**src/rtl/chan_pkt_stb_sched.sv**
```systemverilog
// chan_pkt_stb_sched
// Packet-start strobe scheduler for the channelizer packet path.
// ctrl_reg = {period[31:16], burst[15:4], reserved[3:1], en[0]}.
// The enable is edge-armed: en must go 0->1 (as seen after one register
// stage) to latch period/burst and start a run. Strobes are issued every
// period+1 cycles, only on edges where pkt_ready=1, until burst strobes
// have been sent (burst=0 runs until en drops).
// Handshake: a strobe is issued on a rising edge only when pkt_ready=1.
// stb_out is the registered result and is high for the following cycle.
// Optional feature macro: CHAN_PKT_STB_MISS_CNT_EN adds the stall counter
// and the miss counter (status[23:12]). Without it, status[23:12] reads 0.
module chan_pkt_stb_sched #(
    parameter int PERIOD_W = 16,
    parameter int CNT_W    = 12
) (
    input  logic        user_clk,
    input  logic        user_rst_n,
    input  logic [31:0] ctrl_reg,
    input  logic        pkt_ready,
    output logic        stb_out,
    output logic        busy,
    output logic        done,
    output logic [31:0] status
);

    typedef enum logic [1:0] {
        S_IDLE  = 2'd0,
        S_WAIT  = 2'd1,
        S_STALL = 2'd2,
        S_DONE  = 2'd3
    } state_t;

    localparam logic [CNT_W-1:0] CNT_MAX = '1;

    state_t                state, state_n;
    logic                  ctrl_en_q;
    logic [PERIOD_W-1:0]   ctrl_p_q;
    logic [CNT_W-1:0]      ctrl_n_q;
    logic                  en_q_d;
    logic [PERIOD_W-1:0]   period_q, period_n;
    logic [CNT_W-1:0]      burst_q, burst_n;
    logic [PERIOD_W-1:0]   cnt, cnt_n;
    logic [CNT_W-1:0]      sent_cnt, sent_n;
    logic [CNT_W-1:0]      sent_sat;
    logic                  issue;
    logic                  arm;
`ifdef CHAN_PKT_STB_MISS_CNT_EN
    logic [CNT_W-1:0]      miss_cnt, miss_n;
    logic [PERIOD_W-1:0]   stall_cnt, stall_n;
    logic [PERIOD_W-1:0]   stall_inc;
`endif

    // Reserved control bits carry no function.
    logic unused_rsvd;
    assign unused_rsvd = ^ctrl_reg[3:1];

    assign arm      = ctrl_en_q & ~en_q_d;
    assign sent_sat = (sent_cnt == CNT_MAX) ? sent_cnt : sent_cnt + 1'b1;
`ifdef CHAN_PKT_STB_MISS_CNT_EN
    assign stall_inc = stall_cnt + 1'b1;
`endif

    // Control word capture and enable edge history.
    always_ff @(posedge user_clk or negedge user_rst_n) begin
        if (!user_rst_n) begin
            ctrl_en_q <= 1'b0;
            ctrl_p_q  <= '0;
            ctrl_n_q  <= '0;
            en_q_d    <= 1'b0;
        end else begin
            ctrl_en_q <= ctrl_reg[0];
            ctrl_p_q  <= ctrl_reg[16 +: PERIOD_W];
            ctrl_n_q  <= ctrl_reg[4 +: CNT_W];
            en_q_d    <= ctrl_en_q;
        end
    end

    // Next-state and counter update logic; abort takes priority over issue.
    always_comb begin
        state_n  = state;
        period_n = period_q;
        burst_n  = burst_q;
        cnt_n    = cnt;
        sent_n   = sent_cnt;
        issue    = 1'b0;
`ifdef CHAN_PKT_STB_MISS_CNT_EN
        miss_n   = miss_cnt;
        stall_n  = stall_cnt;
`endif
        case (state)
            S_IDLE: begin
                if (arm) begin
                    period_n = ctrl_p_q;
                    burst_n  = ctrl_n_q;
                    sent_n   = '0;
                    cnt_n    = '0;
`ifdef CHAN_PKT_STB_MISS_CNT_EN
                    miss_n   = '0;
`endif
                    state_n  = S_WAIT;
                end
            end
            S_WAIT: begin
                if (!ctrl_en_q) begin
                    state_n = S_IDLE;
                end else if (cnt != '0) begin
                    cnt_n = cnt - 1'b1;
                end else if (pkt_ready) begin
                    issue = 1'b1;
                end else begin
                    state_n = S_STALL;
`ifdef CHAN_PKT_STB_MISS_CNT_EN
                    stall_n = '0;
`endif
                end
            end
            S_STALL: begin
                if (!ctrl_en_q) begin
                    state_n = S_IDLE;
                end else if (pkt_ready) begin
                    issue = 1'b1;
                end else begin
`ifdef CHAN_PKT_STB_MISS_CNT_EN
                    // One full period spent stalled counts as one missed slot.
                    if (stall_inc == period_q) begin
                        stall_n = '0;
                        if (miss_cnt != CNT_MAX) begin
                            miss_n = miss_cnt + 1'b1;
                        end
                    end else begin
                        stall_n = stall_inc;
                    end
`endif
                end
            end
            S_DONE: begin
                if (!ctrl_en_q) begin
                    state_n = S_IDLE;
                end
            end
            default: state_n = S_IDLE;
        endcase

        if (issue) begin
            sent_n  = sent_sat;
            cnt_n   = period_q;
            state_n = ((burst_q != '0) && (sent_sat == burst_q)) ? S_DONE : S_WAIT;
        end
    end

    // State, counters and the strobe register.
    always_ff @(posedge user_clk or negedge user_rst_n) begin
        if (!user_rst_n) begin
            state     <= S_IDLE;
            period_q  <= '0;
            burst_q   <= '0;
            cnt       <= '0;
            sent_cnt  <= '0;
            stb_out   <= 1'b0;
`ifdef CHAN_PKT_STB_MISS_CNT_EN
            miss_cnt  <= '0;
            stall_cnt <= '0;
`endif
        end else begin
            state     <= state_n;
            period_q  <= period_n;
            burst_q   <= burst_n;
            cnt       <= cnt_n;
            sent_cnt  <= sent_n;
            stb_out   <= issue;
`ifdef CHAN_PKT_STB_MISS_CNT_EN
            miss_cnt  <= miss_n;
            stall_cnt <= stall_n;
`endif
        end
    end

    assign busy = (state == S_WAIT) || (state == S_STALL);
    assign done = (state == S_DONE);

    // Status word assembled purely from registered state.
    always_comb begin
        status          = '0;
        status[11:0]    = 12'(sent_cnt);
`ifdef CHAN_PKT_STB_MISS_CNT_EN
        status[23:12]   = 12'(miss_cnt);
`endif
        status[25:24]   = state;
    end

endmodule

```
**config.mk**
```make
export PLATFORM = sky130hd
export DESIGN_NAME = chan_pkt_stb_sched
export DESIGN_NICKNAME = d
export VERILOG_FILES = /design/src/rtl/chan_pkt_stb_sched.sv
export SDC_FILE = /design/constraint.sdc
export NUM_CORES = 1
export LEC_CHECK = 0
export BUFFER_PORTS_ARGS = -buffer_cell sky130_fd_sc_hd__buf_2
export CAP_MARGIN = 0
export CELL_PAD_IN_SITES_DETAIL_PLACEMENT = 2
export CELL_PAD_IN_SITES_GLOBAL_PLACEMENT = 2
export CORE_MARGIN = 1
export CORE_UTILIZATION = 36
export CTS_CLUSTER_DIAMETER = 100
export DETAILED_ROUTE_END_ITERATION = 10
export GPL_TIMING_DRIVEN = 0
export PLACE_DENSITY_LB_ADDON = 0.1
export SKIP_LAST_GASP = 1
export SLEW_MARGIN = 30
export SYNTH_ARGS = -nofsm -noshare
export SYNTH_HDL_FRONTEND = slang
export SYNTH_SLANG_ARGS = --single-unit
```
**constraint.sdc**
```tcl
create_clock -name user_clk -period 3.1 [get_ports user_clk]
set_input_delay 0.31 -clock user_clk [delete_from_list [all_inputs] [get_ports user_clk]]
set_output_delay 0.31 -clock user_clk [all_outputs]
set_load 0.005 [all_outputs]
```
==> results.toml <==
[power]
power.leakage_nw = 2.37
ir_drop_mv = 0.391
power_density_nw_per_um2 = 819

[worst_setup_path]
worstPathArrival_ps = 3250
crit_type = "flop to flop"
slowest_stage = "dfrtp_2"
endpoint_kind = "flop"
cp_data_required_time_ps = 3360
r2r_cells = 10
startpoint_type = "flop"
slowest_delay_ps = 480
crit_path_cell_trace = "ha_1 > buf_2 > nand3_2 > or3_1 > buf_2 > a311oi_1 > nand4_1 > nor4_1 > nor4b_4 > a2bb2oi_1"
crit_fanout = 11
critPathMostFrequentCell = "buf_2"

[hold_path]
hp-class = "input pin to flop"
min_delay_path_depth = 1

[place]
place_congestion = 0.774
portBuffers = 48
dp.cells = 622
postPlaceCellArea_um2 = 4860
hpwl_um = 8920

[yosys]
synth.area.top_cells = "dfrtp_1 (51%), mux2_2 (7.5%), o21ai_0 (3.8%)"
ys_seq_area_share_pct = 51.3
synth_cell_type_count = 54
yosysTopAreaCell = "dfrtp_1"
yosysTopAreaCellShare_pct = 51.3
avgSynthCellArea_um2 = 10.5
syn_inst = 413
synth_flop_cell = "dfrtp_1"
synth_seq_cells = 89
syn-cell-area_um2 = 4340
ys_warn_count = 0
synth-async-reset-ratio_pct = 100
synth_edf_count = 0

[cts]
tritoncts = "done"
clk_path_buf_depth = 2
postCtsSetupBuffers = 0
clockRootBuffer = "clkbuf_16"
clk_latency_ps = 340
path_clk_slew_ps = 60
cts_buffers = 9
clkSinkCount = 89
h-tree-depth = 3

[floorplanning]
initial_core_util_pct = 37.5
die_w_um = 112
die_area_um2 = 12500
die_h_um = 112
row_count = 39
placeableCoreArea_um2 = 11600
pin_count = 70

[grt]
grt_max_degree = 69
grt_pass1_vias = 3746
grt_use_total_pct = 20.8
antenna_found_initial = 0
grt.overflow.total = 0
grt_pass1_wl_um = 19900

[sta]
tightest_slew_ps = 777
timing_hold_violations_final = 0
fin_skew_ps = 5.56
period_share_pct = 96.3
min_period_ps = 2990
report.final.slew_viol_count = 0
finalSetupViolations = 0
slew_headroom_pct = 48.0
fmax_mhz = 335
rsz0062_at_grt = "true"

[drt]
vias = 3473
drc = 9
drtAntennaViolNets = 0
finalWirelength_um = 12100
drtIter0Drc = 99
drt-wirelength-per-cell_um = 19.0
vias_per_cell = 5.45
drtPass1Iterations = 7

[layout]
antenna_cells = 0
nets = 534
drive_gt1_share_pct = 26.3
layout_common_cells = "dfrtp_1 (87), buf_2 (58), o21ai_0 (33), nor2_1 (33), mux2_2 (29)"
area_growth_pct = 19.1
instances_no_fill = 637
final_common_cell = "dfrtp_1"
final_area_um2 = 5170

[outcome]
status = "finished, violations left"
violations = "design-rule violations"

[flow_run]
max-cap-violations = 0
report_power, final:
group / leakage, nW / internal, W / switching [W]
Clock: 0.135 / 0.000616 / 0.000430
Combinational: 1.14 / 0.000605 / 0.000836
Sequential: 1.10 / 0.00145 / 0.000293
cells by family (layout without fill, tap and decap cells):
logic type      after synthesis  in the layout  share of synthesized area, %
compound gates               96             96                          13.6
simple gates                124            124                          15.3
fa+ha+maj                     8              8                          2.31
mux                          35             35                          8.91
other cells                   1             18                        0.0864
xor+xnor                     12             12                          2.42
buf+inv                      48            112                          6.03
flops                        89             89                          51.3
sequential cells by signal, summed over array words and instances (netlist names):
register and cells:
burst_q 12, cnt 16, ctrl_en_q 1, ctrl_n_q 12, ctrl_p_q 16, en_q_d 1
period_q 16, sent_cnt 12, state 2, stb_out 1
critical path, delay by kind of cell (launching register included):
family	cells	cell delay [ps]
flip-flops	1	480
buffers and inverters	2	370
AO/OA/AOI/OAI	2	500
AND/OR/NAND/NOR	5	1380
adder cells (fa/ha/maj)	1	180
through the flow:
stage	setup TNS, ps	power (W)	hold slack [ps]	worst slack, ps	utilization [%]
after detailed placement	-91.5	0.00318	184	-91.5	42.0
after CTS	0	0.00428	55.4	30.1	44.5
after floorplan	0	0.00265	14.4	626	-
final	0	0.00423	68.6	114	44.7
after global placement	-14.4	0.00307	417	-14.4	41.7
after global routing	-129	0.00453	56.5	-129	44.7
final timing paths:
path | start | to | slack [ps]
worst max-delay path | sent_cnt[0]$_DFFE_PN0P_ | state[1]$_DFFE_PN0P_ | 110
worst min-delay path | ctrl_reg[18] | ctrl_p_q[2]$_DFF_PN0_ | 70
worst max register to register | sent_cnt[0]$_DFFE_PN0P_ | state[1]$_DFFE_PN0P_ | 110
worst min register to register | ctrl_p_q[1]$_DFF_PN0_ | period_q[1]$_DFFE_PN0P_ | 470
max in group asynchronous | user_rst_n | cnt[8]$_DFFE_PN0P_ | 2110
min in group asynchronous | user_rst_n | ctrl_n_q[4]$_DFF_PN0_ | 390
routing by layer:
metal	up-vias	track usage, %	wire length [um]
met3	15	3.48	500
met4	0	7.21	182
met1	1765	28.2	5660
met2	80	33.6	5750
met5	-	0	0
li1	1613	-	-
cells in the mapped netlist, drive strengths merged (5+ instances only):
master   n
dfrtp   89
nand4    6
inv     12
nand2   26
xnor2    8
nand3   10
nor4     7
ha       8
mux2    29
nor2    33
and2     5
a21oi   26
mux2i    6
buf     29
clkbuf   7
o21ai   34
a32oi    5
nor3    15
cell type report:
| type | instances | area, um2 |
|---|---|---|
| multi-input combinational | 293 | 1940 |
| inverter | 12 | 45.0 |
| sequential | 89 | 2230 |
| timing repair buffer | 50 | 284 |
| buffer | 36 | 216 |
| clock buffer | 11 | 233 |
| fill | 1221 | 6400 |
| tap | 143 | 179 |
| clock inverter | 3 | 43.8 |
repair_timing:
item / CTS / global route
hold buffers: 1 / 0
endpoints found under the hold margin: 21 / 0
resized for setup: 1 / 4
setup endpoints to repair: 1 / 12
Power figures use the tool's default switching activity.
